### config.mk
export PLATFORM = sky130hd
export DESIGN_NAME = mips_multicycle_ctrl
export DESIGN_NICKNAME = d
export VERILOG_FILES = /design/src/rtl/mips_pkg.sv /design/src/rtl/mips_ctrl_outdec.sv /design/src/rtl/mips_multicycle_ctrl.sv
export SDC_FILE = /design/constraint.sdc
export NUM_CORES = 1
export LEC_CHECK = 0
export ABC_AREA = 1
export BUFFER_PORTS_ARGS = -buffer_cell sky130_fd_sc_hd__buf_2
export CAP_MARGIN = 40
export CORE_MARGIN = 1.5
export CORE_UTILIZATION = 55
export DETAILED_ROUTE_END_ITERATION = 8
export PLACE_DENSITY_LB_ADDON = 0.2
export SYNTH_ARGS = -nofsm -noshare
export SYNTH_HDL_FRONTEND = slang
export SYNTH_SLANG_ARGS = --single-unit
### constraint.sdc
create_clock -name clk -period 3.55 [get_ports clk]
set_clock_uncertainty 0.05 [all_clocks]
set_input_delay 0.5325 -clock clk [delete_from_list [all_inputs] [get_ports clk]]
set_output_delay 0.5325 -clock clk [all_outputs]
set_load 0.03 [all_outputs]
### src/rtl/mips_pkg.sv
// Shared definitions for the multicycle MIPS-32 control path and ALU control decoder.
package mips_pkg;

    typedef enum logic [3:0] {
        ST_FETCH  = 4'd0,
        ST_DECODE = 4'd1,
        ST_MEMADR = 4'd2,
        ST_MEMRD  = 4'd3,
        ST_MEMWB  = 4'd4,
        ST_MEMWR  = 4'd5,
        ST_EXEC   = 4'd6,
        ST_RWB    = 4'd7,
        ST_BRANCH = 4'd8,
        ST_JUMP   = 4'd9,
        ST_TRAP   = 4'd10
    } state_t;

    localparam logic [5:0] OP_RTYPE = 6'b000000;
    localparam logic [5:0] OP_LW    = 6'b100011;
    localparam logic [5:0] OP_SW    = 6'b101011;
    localparam logic [5:0] OP_BEQ   = 6'b000100;
    localparam logic [5:0] OP_J     = 6'b000010;

    localparam logic [1:0] ALUOP_ADD   = 2'b00;
    localparam logic [1:0] ALUOP_SUB   = 2'b01;
    localparam logic [1:0] ALUOP_FUNCT = 2'b10;

    localparam logic [1:0] SRCB_B      = 2'b00;
    localparam logic [1:0] SRCB_FOUR   = 2'b01;
    localparam logic [1:0] SRCB_IMM    = 2'b10;
    localparam logic [1:0] SRCB_IMM_SH = 2'b11;

    localparam logic [1:0] PCSRC_ALU    = 2'b00;
    localparam logic [1:0] PCSRC_ALUOUT = 2'b01;
    localparam logic [1:0] PCSRC_JUMP   = 2'b10;

    // True in the last cycle of every legal instruction; a store retires only
    // once memory accepts the write.
    function automatic logic retires(state_t s, logic mem_ready);
        case (s)
            ST_MEMWB, ST_RWB, ST_BRANCH, ST_JUMP: retires = 1'b1;
            ST_MEMWR:                             retires = mem_ready;
            default:                              retires = 1'b0;
        endcase
    endfunction

endpackage

### src/rtl/mips_ctrl_outdec.sv
// Combinational state -> datapath strobe decoder for the multicycle MIPS control.
module mips_ctrl_outdec
    import mips_pkg::*;
(
    input  state_t     state,
    input  logic       en,
    input  logic       mem_ready,
    output logic       PCWrite,
    output logic       PCWriteCond,
    output logic       IorD,
    output logic       MemRead,
    output logic       MemWrite,
    output logic       IRWrite,
    output logic       MemtoReg,
    output logic       RegDst,
    output logic       RegWrite,
    output logic       ALUSrcA,
    output logic [1:0] ALUSrcB,
    output logic [1:0] ALUOp,
    output logic [1:0] PCSource,
    output logic       illegal_op
);

    // Moore decode of the strobes; everything is forced low while en (reset release) is 0.
    always_comb begin
        PCWrite     = 1'b0;
        PCWriteCond = 1'b0;
        IorD        = 1'b0;
        MemRead     = 1'b0;
        MemWrite    = 1'b0;
        IRWrite     = 1'b0;
        MemtoReg    = 1'b0;
        RegDst      = 1'b0;
        RegWrite    = 1'b0;
        ALUSrcA     = 1'b0;
        ALUSrcB     = SRCB_B;
        ALUOp       = ALUOP_ADD;
        PCSource    = PCSRC_ALU;
        illegal_op  = 1'b0;
        if (en) begin
            case (state)
                ST_FETCH: begin
                    MemRead = 1'b1;
                    ALUSrcB = SRCB_FOUR;
                    IRWrite = mem_ready;
                    PCWrite = mem_ready;
                end
                ST_DECODE: begin
                    ALUSrcB = SRCB_IMM_SH;
                end
                ST_MEMADR: begin
                    ALUSrcA = 1'b1;
                    ALUSrcB = SRCB_IMM;
                end
                ST_MEMRD: begin
                    MemRead = 1'b1;
                    IorD    = 1'b1;
                end
                ST_MEMWB: begin
                    RegWrite = 1'b1;
                    MemtoReg = 1'b1;
                end
                ST_MEMWR: begin
                    MemWrite = 1'b1;
                    IorD     = 1'b1;
                end
                ST_EXEC: begin
                    ALUSrcA = 1'b1;
                    ALUOp   = ALUOP_FUNCT;
                end
                ST_RWB: begin
                    RegWrite = 1'b1;
                    RegDst   = 1'b1;
                end
                ST_BRANCH: begin
                    ALUSrcA     = 1'b1;
                    ALUOp       = ALUOP_SUB;
                    PCWriteCond = 1'b1;
                    PCSource    = PCSRC_ALUOUT;
                end
                ST_JUMP: begin
                    PCWrite  = 1'b1;
                    PCSource = PCSRC_JUMP;
                end
                ST_TRAP: begin
                    illegal_op = 1'b1;
                end
                default: ;
            endcase
        end
    end

endmodule

### src/rtl/mips_multicycle_ctrl.sv
// Main control FSM for the multicycle MIPS-32 datapath with retired-instruction counter.
module mips_multicycle_ctrl
    import mips_pkg::*;
#(
    parameter int CNT_W = 32
) (
    input  logic             clk,
    input  logic             rst_n,
    input  logic [5:0]       opcode,
    input  logic             zero,
    input  logic             mem_ready,
    output logic             PCWrite,
    output logic             PCWriteCond,
    output logic             IorD,
    output logic             MemRead,
    output logic             MemWrite,
    output logic             IRWrite,
    output logic             MemtoReg,
    output logic             RegDst,
    output logic             RegWrite,
    output logic             ALUSrcA,
    output logic [1:0]       ALUSrcB,
    output logic [1:0]       ALUOp,
    output logic [1:0]       PCSource,
    output logic             illegal_op,
    output logic [3:0]       state_o,
    output logic [CNT_W-1:0] instret
);

    state_t           state;
    state_t           state_nxt;
    logic [CNT_W-1:0] cnt;

    // The branch decision is applied in the datapath (PCWriteCond & zero).
    logic unused_zero;
    assign unused_zero = zero;

    // State register and retired-instruction counter (wraps silently).
    always_ff @(posedge clk) begin
        if (!rst_n) begin
            state <= ST_FETCH;
            cnt   <= '0;
        end else begin
            state <= state_nxt;
            if (retires(state, mem_ready)) begin
                cnt <= cnt + CNT_W'(1);
            end
        end
    end

    // Next-state sequencing; opcode is only looked at in DECODE and MEMADR.
    always_comb begin
        state_nxt = ST_FETCH;
        case (state)
            ST_FETCH:  state_nxt = mem_ready ? ST_DECODE : ST_FETCH;
            ST_DECODE: begin
                case (opcode)
                    OP_RTYPE:     state_nxt = ST_EXEC;
                    OP_LW, OP_SW: state_nxt = ST_MEMADR;
                    OP_BEQ:       state_nxt = ST_BRANCH;
                    OP_J:         state_nxt = ST_JUMP;
                    default:      state_nxt = ST_TRAP;
                endcase
            end
            ST_MEMADR: state_nxt = (opcode == OP_SW) ? ST_MEMWR : ST_MEMRD;
            ST_MEMRD:  state_nxt = mem_ready ? ST_MEMWB : ST_MEMRD;
            ST_MEMWR:  state_nxt = mem_ready ? ST_FETCH : ST_MEMWR;
            ST_EXEC:   state_nxt = ST_RWB;
            default:   state_nxt = ST_FETCH;
        endcase
    end

    mips_ctrl_outdec u_outdec (
        .state       (state),
        .en          (rst_n),
        .mem_ready   (mem_ready),
        .PCWrite     (PCWrite),
        .PCWriteCond (PCWriteCond),
        .IorD        (IorD),
        .MemRead     (MemRead),
        .MemWrite    (MemWrite),
        .IRWrite     (IRWrite),
        .MemtoReg    (MemtoReg),
        .RegDst      (RegDst),
        .RegWrite    (RegWrite),
        .ALUSrcA     (ALUSrcA),
        .ALUSrcB     (ALUSrcB),
        .ALUOp       (ALUOp),
        .PCSource    (PCSource),
        .illegal_op  (illegal_op)
    );

    assign state_o = rst_n ? 4'(state) : 4'd0;
    assign instret = cnt;

endmodule

==> results of run 1 <==
## power by group
part | switching, W | internal [W]
clock | 0.000145 | 0.000133
combinational | 0.000126 | 0.0000461
sequential | 0.0000115 | 0.000412
total | 0.000282 | 0.000592
## critical path: stages
cell      delay, ns
buf_2          0.38
clkinv_1       0.30
buf_4          0.28
a21oi_1        0.13
buf_2          0.21
## cell type report
| type | instances | share of cell area |
|---|---|---|
| timing repair buffer | 63 | 0.122 |
| clock buffer | 6 | 0.0277 |
| sequential | 36 | 0.275 |
| multi-input combinational | 279 | 0.472 |
| clock inverter | 1 | 0.00191 |
| inverter | 55 | 0.0787 |
| tap | 48 | 0.0229 |
## path summary, 6_finish.rpt
path              startpoint           to  cells past startpoint
setup / recovery       rst_n   ALUSrcB[1]                      5
setup reg to reg    state[2]  instret[16]                      8
hold / removal    instret[5]   instret[5]                      2
hold reg to reg   instret[5]   instret[5]                      2
## cells by family after synthesis
| logic type | synth area share |
|---|---|
| XOR/XNOR | 0.0117 |
| AO/OA/AOI/OAI | 0.102 |
| buffers and inverters | 0.125 |
| AND/OR/NAND/NOR | 0.433 |
| adder cells (fa/ha/maj) | 0.00559 |
| flip-flops | 0.322 |
## state kept, by name, summed over array words and instances (netlist names)
name,count
state,4
instret,32
## per-layer routing
metal | vias to the layer above | GRT usage
met5 | - | 0
li1 | 1317 | -
met1 | 1083 | 0.326
met3 | 5 | 0.0405
met2 | 81 | 0.458
met4 | 0 | 0.0969
## metrics by stage
step | instance area (um^2) | hold WS [ns] | setup slack (ns)
3_5_place_dp | 2540 | 0.424 | 1.13
2_1_floorplan | 2240 | 0.540 | 1.07
6_report | 2620 | 0.437 | 1.11
5_1_grt | 2620 | 0.461 | 0.926
3_3_place_gp | 2540 | 0.417 | 1.14
4_1_cts | 2620 | 0.437 | 1.12
## placed cells by master, fill, tap and decap left out, drive strengths merged, types with 2 or more instances in the layout
| cell | n |
|---|---|
| nand3 | 29 |
| nand4 | 10 |
| o21bai | 5 |
| nor2 | 88 |
| o21ai | 16 |
| nor3 | 9 |
| xor2 | 3 |
| buf | 63 |
| clkbuf | 6 |
| dfxtp | 36 |
| inv | 54 |
| a21oi | 18 |
| nand2 | 94 |
| clkinv | 2 |
==> impl_results.rst, run 1 <==
.. list-table::
   :header-rows: 1

   * - Metric
     - Value
   * - FF+latch count, synth
     - 36
   * - Number of global-route vias before repair
     - 2215
   * - Clk slew on worst S/H paths
     - 0.07 ns
   * - Worst IR Drop VDD
     - 0.210 mV
   * - # port buffers
     - 61
   * - Horizontal extent of the die
     - 66.8 um
   * - CP max FO
     - 27
   * - Number of iterations in the first detailed-routing pass
     - 6
   * - First-pass GRT wire length
     - 9.19 mm
   * - Max-cap violations
     - 0
   * - Final setup viols
     - 0
   * - Accumulated negative setup slack
     - 0 ns
   * - Part of the cycle the worst path needs
     - 0.686
   * - Total vias in the final route
     - 2486
   * - Number of flops mapped to enable cells by yosys
     - 0
   * - Nature of the critical path startpoint
     - input port
   * - Routed WL
     - 5.43 mm
   * - Residual overflow from global routing
     - 0
   * - Total setup buffers inserted after CTS
     - 0
   * - Most frequently used flop master after synthesis
     - dfxtp_1
   * - Post-route non-filler standard cell count
     - 488
   * - Detailed-routing wirelength on met1
     - 2.59 mm
   * - Crit path capture type
     - output port
   * - Total power
     - 0.000874 W
   * - Number of cells produced by synthesis
     - 380
   * - Top sig layer
     - met4
   * - CTS H-tree depth
     - 2
   * - Post-detailed-route count of antenna-violating nets
     - 0
   * - Vias per std cell
     - 5.09
   * - Number of violations reported at the end of detailed-routing iteration 0
     - 197
   * - Number of cells in the design after placement
     - 481
   * - Diode insertion count for antenna repair
     - 0
   * - Outcome
     - finished clean
   * - Maximum number of buffers from clock root to sink
     - 2
   * - Tightest Pin Transition
     - 0.460 ns
   * - # rows
     - 22
   * - Dominant cell type by area after synthesis
     - dfxtp_1
   * - Placed wire-length estimate
     - 4.07 mm
   * - Pin count of the biggest net entering global routing
     - 28
   * - Area share of the largest cell type after synthesis
     - 0.322
   * - Max Clk Rate
     - 411 MHz
   * - Async set-reset flop share out of synthesis
     - 0
   * - Area of the multi-input gates
     - 1240 um^2
   * - Number of fillers in the final layout
     - 325
   * - Relative area change from synthesis to final layout
     - 17.2%
   * - Sequential cell area fraction in the yosys report
     - 0.322
   * - Fraction of layout cells with a size suffix above 1
     - 0.168
   * - Overall die height
     - 66.8 um
   * - Unrepaired setup endpoints after global routing
     - no
   * - Post-CTS resize count
     - 0
   * - Relative max-transition margin
     - 0.693
   * - Yosys cell types
     - 30
   * - Arrival time reported for the critical path endpoint
     - 1.85 ns
   * - Avg Inst Size Synth
     - 5.89 um^2
   * - TritonCTS clock tree
     - done
   * - Initial core utilization
     - 0.593
   * - Total Nets Final
     - 451
   * - Overall global routing resource usage
     - 0.263
   * - Total of warnings raised by yosys
     - 0
   * - CTS buffer count
     - 5
   * - Leak
     - 1.24 nW
   * - Critical path class
     - in -> out
   * - # DRC
     - 0
   * - Total met2 wirelength after detailed routing
     - 2.49 mm
   * - Final GP Congestion
     - 0.890
   * - Number of hold-slack violations in the final timing report
     - 0
   * - Synthesized area
     - 2240 um^2
   * - List of most frequent post-synthesis cells
     - 93 x nand2_1, 88 x nor2_1, 53 x inv_1
   * - Antenna violations before repair
     - 0
   * - Root Buffer
     - clkbuf_8
   * - Core box area
     - 3770 um^2
   * - Detailed-routed wire length on met3
     - 313 um
   * - Leading cell types by total area after synthesis
     - dfxtp_1 32%, nand2_1 16%, nor2_1 15%, inv_1 8.9%, nand3_1 6.3%
   * - Power density over cell area
     - 333 nW/um^2
   * - Mean routed wirelength per cell
     - 11.1 um
   * - Fin util
     - 0.695
   * - Total Die Area
     - 4460 um^2
   * - IO Count
     - 63
   * - Synth Net Count
     - 391
   * - Register-to-Register Setup Slack
     - 1.60 ns
   * - Worst hold path class
     - reg -> reg
   * - Most frequent cell after synthesis
     - nand2_1
   * - Worst-Skew Late Latency
     - 0.29 ns
   * - Number of max-slew violations in the final report
     - 0
   * - Shortest period the worst path allows
     - 2.44 ns
   * - Total number of clock tree sinks
     - 36
   * - Register cell area after layout
     - 721 um^2
   * - CP required
     - 2.97 ns
   * - Number of buffers inserted for hold repair after clock tree synthesis
     - 0
Note: power is estimated with default switching activity, not from simulation.
==> run 2: changes to the inputs <==
--- a/config.mk
+++ b/config.mk
@@ -9,7 +9,7 @@
 export BUFFER_PORTS_ARGS = -buffer_cell sky130_fd_sc_hd__buf_2
 export CAP_MARGIN = 40
 export CORE_MARGIN = 1.5
-export CORE_UTILIZATION = 55
+export CORE_UTILIZATION = 52
 export DETAILED_ROUTE_END_ITERATION = 8
 export PLACE_DENSITY_LB_ADDON = 0.2
 export SYNTH_ARGS = -nofsm -noshare
==> constraint.sdc (replaced) <==
create_clock -name clk -period 2.3 [get_ports clk]
set_clock_uncertainty 0.05 [all_clocks]
set_input_delay 0.345 -clock clk [delete_from_list [all_inputs] [get_ports clk]]
set_output_delay 0.345 -clock clk [all_outputs]
set_load 0.03 [all_outputs]
==> run 2 against run 1 <==
Against the previous run: die area grew 5.5%; cell count grew 1.0%; combinational power grew 54%; worst hold slack lost 0.10 ns; non-clock buffer count grew 2; critical path depth is the same; utilization shrank 3.7 points; cell area grew 1.8%; worst setup slack lost 0.73 ns.
==> impl_results.rst, run 2 (synthesis gave the netlist of run 1 again) <==
.. list-table::
   :header-rows: 1

   * - Metric
     - Value
   * - Outcome
     - finished clean
   * - Worst hold path class
     - in -> reg
   * - Root Buffer
     - clkbuf_8
   * - Worst IR Drop VDD
     - 0.379 mV (+80%)
   * - # port buffers
     - 61 (unchanged)
   * - Total number of clock tree sinks
     - 36 (unchanged)
   * - Fraction of layout cells with a size suffix above 1
     - 0.174 (+0.00563)
   * - Kind of cell adding the most delay to the critical path
     - simple AND/OR/NAND/NOR gates
   * - Max reg flops
     - 32 (unchanged)
   * - Tightest Pin Transition
     - 0.368 ns (-0.0920 ns)
   * - Vias per std cell
     - 5.02 (-1.5%)
   * - Hold Path Stages
     - 3 (+1)
   * - Final setup viols
     - 0 (unchanged)
   * - Number of hold-slack violations in the final timing report
     - 0 (unchanged)
   * - TritonCTS clock tree
     - done
   * - Placed wire-length estimate
     - 4.12 mm (+1.3%)
   * - Horizontal extent of the die
     - 68.6 um (+2.7%)
   * - Part of the cycle the worst path needs
     - 0.831
   * - Total power
     - 0.00148 W (+69%)
   * - Accumulated negative setup slack
     - 0 ns (unchanged)
   * - CP required
     - 1.90 ns (-1.07 ns)
   * - Power density over cell area
     - 553 nW/um^2 (+66%)
   * - # rows
     - 23 (+4.5%)
   * - Leading cell types in the layout, fill and taps excluded
     - 93 x nand2_1, 88 x nor2_1, 61 x buf_2, 53 x inv_1, 36 x dfxtp_1
   * - Mean routed wirelength per cell
     - 10.8 um (-3.0%)
   * - Total Die Area
     - 4700 um^2 (+5.5%)
   * - CTS buffer count
     - 5 (unchanged)
   * - Total setup buffers inserted after CTS
     - 0 (unchanged)
   * - Post-CTS resize count
     - 0 (unchanged)
   * - Crit path capture type
     - output port
   * - Max Clk Rate
     - 523 MHz
   * - Clk slew on worst S/H paths
     - 0.07 ns (about the same)
   * - Final GP Congestion
     - 0.906 (+1.8%)
   * - Nature of the critical path startpoint
     - flop
   * - CTS H-tree depth
     - 2 (unchanged)
   * - Diode insertion count for antenna repair
     - 0 (unchanged)
   * - FF-to-FF End
     - instret[18]
   * - Worst-path cell chain
     - nand2_1 -> nor2_1 -> nand2_1 -> nor2_1 -> buf_2
   * - Number of violations reported at the end of detailed-routing iteration 0
     - 145 (-26%)
   * - Endpoint of the worst hold path
     - instret[29]
   * - Shortest period the worst path allows
     - 1.91 ns
   * - Total vias in the final route
     - 2473 (-0.52%)
   * - Post-detailed-route count of antenna-violating nets
     - 0 (unchanged)
   * - Critical R2R Launch
     - instret[0]
   * - # DRC
     - 0 (unchanged)
   * - Critical path class
     - reg -> out
   * - Initial core utilization
     - 0.551 (-0.0419)
   * - Cell with the largest stage delay on the worst path
     - dfxtp_1
   * - Pin count of the biggest net entering global routing
     - 19 (-32%)
   * - Most common cell after layout, fill and taps aside
     - nand2_1
   * - Maximum number of buffers from clock root to sink
     - 2 (unchanged)
   * - Arrival time reported for the critical path endpoint
     - 1.52 ns (-0.33 ns)
   * - Number of iterations in the first detailed-routing pass
     - 4 (-2)
   * - Residual overflow from global routing
     - 0 (unchanged)
   * - Routed WL
     - 5.32 mm (-2.0%)
   * - Origin of the worst min-delay path
     - rst_n
   * - Register-to-Register Setup Slack
     - 0.39 ns (-1.21 ns)
   * - Largest incremental delay on the critical path
     - 0.48 ns (+0.10 ns)
   * - Relative area change from synthesis to final layout
     - 19.4%
   * - Number of buffers and inverters on the critical path
     - 1 (-3)
   * - Overall die height
     - 68.6 um (+2.7%)
   * - Overall global routing resource usage
     - 0.233 (-0.0309)
   * - CP max FO
     - 7 (-74%)
   * - Core box area
     - 4060 um^2 (+7.6%)
   * - Unrepaired setup endpoints after global routing
     - no
   * - First-pass GRT wire length
     - 8.38 mm (-8.8%)
   * - Number of buffers inserted for hold repair after clock tree synthesis
     - 0 (unchanged)
   * - Antenna violations before repair
     - 0 (unchanged)
   * - Number of global-route vias before repair
     - 1921 (-13%)
   * - Worst-Skew Late Latency
     - 0.29 ns (about the same)
   * - Relative max-transition margin
     - 0.753 (+0.0598)
   * - IO Count
     - 63 (unchanged)
   * - Number of max-slew violations in the final report
     - 0 (unchanged)
   * - Total Nets Final
     - 453 (+0.44%)
   * - Path depth of the worst reg2reg path
     - 10 (+2)
   * - Max-cap violations
     - 0 (unchanged)
   * - Leak
     - 1.27 nW (+2.0%)
[run 2: metal layers]
metal | share of wire | global-route usage | wire [um]
met1 | 0.48 | 0.307 | 2570
met2 | 0.46 | 0.380 | 2470
met3 | 0.046 | 0.0584 | 245
met4 | 0.0079 | 0.0550 | 42
met5 | 0 | 0 | 0
[run 2: layout make-up]
cell class	count	area, um^2
Fill cell	379	1390
Multi-Input combinational cell	279	1240
Sequential cell	36	721
Timing Repair Buffer	65	335
Inverter	55	206
Clock buffer	6	72.6
Tap cell	50	62.6
Clock inverter	2	35.0
[run 2: worst register-to-register path: cells and delay by family (launching register included)]
family	cells	cell delay (ns)
and+or+nand+nor	8	1.06
DFF	1	0.39
adders and majority gates	1	0.21
buffers and inverters	1	0.11
[run 2: power by group]
group / total (W) / internal [W] / switching (W)
logic: 0.000265 / 0.0000750 / 0.000190
clock network: 0.000557 / 0.000322 / 0.000235
registers: 0.000655 / 0.000636 / 0.0000184
[run 2: worst max-delay path by stage]
stage	depth (start not counted)	start	slack (ns)	end
2_1_floorplan	6	rst_n	0.20	PCSource[0]
3_3_place_gp	10	instret[0]	0.46	instret[18]
3_5_place_dp	10	instret[0]	0.43	instret[24]
4_1_cts	5	state[1]	0.40	ALUOp[1]
5_1_grt	10	instret[0]	0.16	instret[24]
6_report	5	state[1]	0.39	ALUOp[1]
[run 2: per-stage QoR]
| stage | hold WS, ns | utilization | worst slack [ns] | std cells | area (um^2) |
|---|---|---|---|---|---|
| after floorplan | 0.486 | - | 0.196 | 380 | 2240 |
| after global placement | 0.416 | 0.632 | 0.458 | 485 | 2560 |
| after detailed placement | 0.420 | 0.632 | 0.429 | 485 | 2560 |
| after CTS | 0.327 | 0.658 | 0.396 | 493 | 2670 |
| after global routing | 0.336 | 0.658 | 0.158 | 493 | 2670 |
| final | 0.334 | 0.658 | 0.388 | 493 | 2670 |
==> run 3: changes to the inputs <==
--- a/config.mk
+++ b/config.mk
@@ -9,7 +9,7 @@
 export BUFFER_PORTS_ARGS = -buffer_cell sky130_fd_sc_hd__buf_2
 export CAP_MARGIN = 40
 export CORE_MARGIN = 1.5
-export CORE_UTILIZATION = 52
+export CORE_UTILIZATION = 47
 export DETAILED_ROUTE_END_ITERATION = 8
 export PLACE_DENSITY_LB_ADDON = 0.2
 export SYNTH_ARGS = -nofsm -noshare
==> constraint.sdc (replaced) <==
create_clock -name clk -period 1.5 [get_ports clk]
set_clock_uncertainty 0.05 [all_clocks]
set_input_delay 0.225 -clock clk [delete_from_list [all_inputs] [get_ports clk]]
set_output_delay 0.225 -clock clk [all_outputs]
set_load 0.03 [all_outputs]
==> run 3 against run 2 <==
Against the previous run: the run now ends with negative setup slack left; sequential power grew 56%; total power grew 79%; routed wire length grew 49%; sequential share of layout area shrank 5.5 points; via count grew 19%; combinational power grew to 3.3 times the previous value; cell count grew 10%; cell area grew 32%; die area grew 10%; largest cell class unchanged.
==> impl_results.rst, run 3 (synthesis gave the netlist of run 1 again) <==
.. list-table::
   :header-rows: 1

   * - Metric
     - Value
   * - Share of total power in combinational logic
     - 0.333 (+0.153)
   * - Number of violations reported at the end of detailed-routing iteration 0
     - 211 (+46%)
   * - Placed wire-length estimate
     - 4.59 mm (+12%)
   * - Diode insertion count for antenna repair
     - 0 (unchanged)
   * - Clk slew on worst S/H paths
     - 0.07 ns (about the same)
   * - Residual overflow from global routing
     - 0 (unchanged)
   * - CP required
     - 1.22 ns (-0.68 ns)
   * - # DRC
     - 0 (unchanged)
   * - Path depth of the worst reg2reg path
     - 11 (+1)
   * - Final Worst Setup Slack
     - -0.209 ns (-0.597 ns)
   * - Root Buffer
     - clkbuf_8
   * - FF-to-FF End
     - instret[24]
   * - Overall die height
     - 72.0 um (+5.0%)
   * - # rows
     - 24 (+4.3%)
   * - Number of max-slew violations in the final report
     - 0 (unchanged)
   * - Post-Place Worst Slack
     - -0.0869 ns (-0.516 ns)
   * - Hold Path Stages
     - 3 (unchanged)
   * - CTS buffer count
     - 5 (unchanged)
   * - Total Die Area
     - 5180 um^2 (+10%)
   * - Crit path capture type
     - output port
   * - Maximum number of buffers from clock root to sink
     - 2 (unchanged)
   * - Routed WL
     - 7.95 mm (+49%)
   * - CTS H-tree depth
     - 2 (unchanged)
   * - Critical path class
     - reg -> out
   * - Mean routed wirelength per cell
     - 14.6 um (+35%)
   * - Power density over cell area
     - 751 nW/um^2 (+36%)
   * - P_sw
     - 0.000904 W (+100%)
   * - Area of the multi-input gates
     - 1520 um^2 (+22%)
   * - Tightest Pin Transition
     - 0.321 ns (-0.0474 ns)
   * - Number of buffers and inverters on the critical path
     - 3 (+2)
   * - Violations in the final reports
     - negative setup slack
   * - First-pass GRT wire length
     - 10.9 mm (+30%)
   * - Horizontal extent of the die
     - 72.0 um (+5.0%)
   * - Unrepaired setup endpoints after global routing
     - yes
   * - Worst-path cell chain
     - inv_2 -> nand2_4 -> nor2_4 -> inv_1 -> a21oi_1 -> buf_4
   * - Worst IR Drop VDD
     - 0.573 mV (+51%)
   * - Fin util
     - 0.787 (+0.129)
   * - CP max FO
     - 4 (-3)
   * - Endpoint of the worst hold path
     - instret[26]
   * - Worst hold path class
     - in -> reg
   * - # port buffers
     - 61 (unchanged)
   * - Post-detailed-route count of antenna-violating nets
     - 0 (unchanged)
   * - Most common cell after layout, fill and taps aside
     - nand2_1
   * - Nature of the critical path startpoint
     - flop
   * - Origin of the worst min-delay path
     - rst_n
   * - Total number of clock tree sinks
     - 36 (unchanged)
   * - IO Count
     - 63 (unchanged)
   * - Shortest period the worst path allows
     - 1.71 ns
   * - Vias per std cell
     - 5.41 (+7.9%)
   * - Crit path launch
     - state[0]
   * - Part of the cycle the worst path needs
     - 1.14
   * - Kind of cell adding the most delay to the critical path
     - buffers and inverters
   * - Total Nets Final
     - 502 (+11%)
   * - Fraction of layout cells with a size suffix above 1
     - 0.407 (+0.233)
   * - Leading cell types in the layout, fill and taps excluded
     - 81 x nand2_1, 68 x nor2_1, 51 x buf_4, 47 x inv_1, 43 x buf_2
   * - Number of global-route vias before repair
     - 2482 (+29%)
   * - Outcome
     - finished, violations left
   * - Max-cap violations
     - 0 (unchanged)
   * - Leak
     - 1.63 nW (+28%)
   * - Largest incremental delay on the critical path
     - 0.34 ns (-0.14 ns)
   * - Core box area
     - 4470 um^2 (+10%)
   * - Register cell area after layout
     - 757 um^2 (+5.0%)
   * - Number of iterations in the first detailed-routing pass
     - 4 (unchanged)
   * - Max Clk Rate
     - 585 MHz
   * - Cell with the largest stage delay on the worst path
     - dfxtp_2
   * - Overall global routing resource usage
     - 0.264 (+0.0314)
   * - Part of the power in the clock network
     - 0.282 (-0.095)
   * - Pin count of the biggest net entering global routing
     - 19 (unchanged)
   * - Arrival time reported for the critical path endpoint
     - 1.43 ns (-0.09 ns)
   * - Share of total power consumed by net switching
     - 0.342 (+0.0414)
   * - Final GP Congestion
     - 0.900 (-0.62%)
   * - Initial core utilization
     - 0.500 (-0.0513)
   * - Antenna violations before repair
     - 0 (unchanged)
   * - Register share of total power
     - 0.385 (-0.059)
   * - Critical R2R Launch
     - state[0]
   * - TritonCTS clock tree
     - done
   * - Max reg flops
     - 32 (unchanged)
   * - Count of cell instances traversed by the critical path
     - 6 (+1)
   * - Final setup viols
     - 48 (+48)
   * - Total vias in the final route
     - 2944 (+19%)
   * - Worst hold slack after final layout
     - 0.218 ns (-0.115 ns)
   * - Internal power
     - 0.00174 W (+69%)
   * - Number of fillers in the final layout
     - 308 (-19%)
   * - Number of hold-slack violations in the final timing report
     - 0 (unchanged)
   * - Relative max-transition margin
     - 0.786 (+0.0327)
   * - Worst-Skew Late Latency
     - 0.30 ns (about the same)
   * - Relative area change from synthesis to final layout
     - 57.5%
   * - Register-to-Register Setup Slack
     - -0.16 ns (-0.55 ns)
-- run 3: tightest hold or removal path, cell delays in order --
cell	delay, ns
buf_2	0.18
o21ai_2	0.08
nor2_1	0.04
-- run 3: cell type report --
| class | count | area share |
|---|---|---|
| well taps | 52 | 0.0185 |
| clock buffers | 7 | 0.0245 |
| clock inverters | 1 | 0.00178 |
| flip-flops and latches | 36 | 0.215 |
| inverters | 55 | 0.0593 |
| repair buffers | 114 | 0.251 |
| multi-input cells | 279 | 0.430 |
-- run 3: through the flow --
stage | area [um^2] | instances | TNS (ns) | total power [W]
after floorplan | 2320 | 380 | -1.15 | 0.00137
after global placement | 2920 | 522 | -0.181 | 0.00157
after detailed placement | 2920 | 522 | -0.572 | 0.00158
after CTS | 3220 | 536 | -2.26 | 0.00247
after global routing | 3520 | 544 | -7.68 | 0.00274
final | 3520 | 544 | -4.54 | 0.00265
-- run 3: worst max path at each step --
stage          slack [ns]     endpoint
2_1_floorplan       -0.14     MemtoReg
3_3_place_gp        -0.04   instret[8]
3_5_place_dp        -0.09  instret[22]
4_1_cts             -0.16  PCSource[0]
5_1_grt             -0.29         IorD
6_report            -0.21   ALUSrcB[1]
-- run 3: repair_timing --
item / 4_1_cts / 5_1_grt
setup buffers: 5 / 6
hold buffers: 0 / 0
resized for setup: 47 / 62
pin swaps: 4 / 7
gates cloned: 1 / 2
endpoints found under the setup margin: 27 / 50
-- run 3: power by group through the flow --
stage | Sequential (W) | Clock [W] | Combinational [W]
after floorplan | 0.00104 | 0 | 0.000333
after global placement | 0.00103 | 0 | 0.000544
after detailed placement | 0.00103 | 0 | 0.000553
after CTS | 0.00101 | 0.000760 | 0.000698
after global routing | 0.00102 | 0.000797 | 0.000922
final | 0.00102 | 0.000747 | 0.000880
-- run 3: layer usage --
metal  vias up  part of all wire  track usage  wire length [um]
met2       133              0.50        0.467              4000
met1      1357              0.39        0.323              3100
met4         0             0.046       0.0881               365
met5         -                 0            0                 0
met3        34             0.060       0.0472               480
li1       1420                 -            -                 -
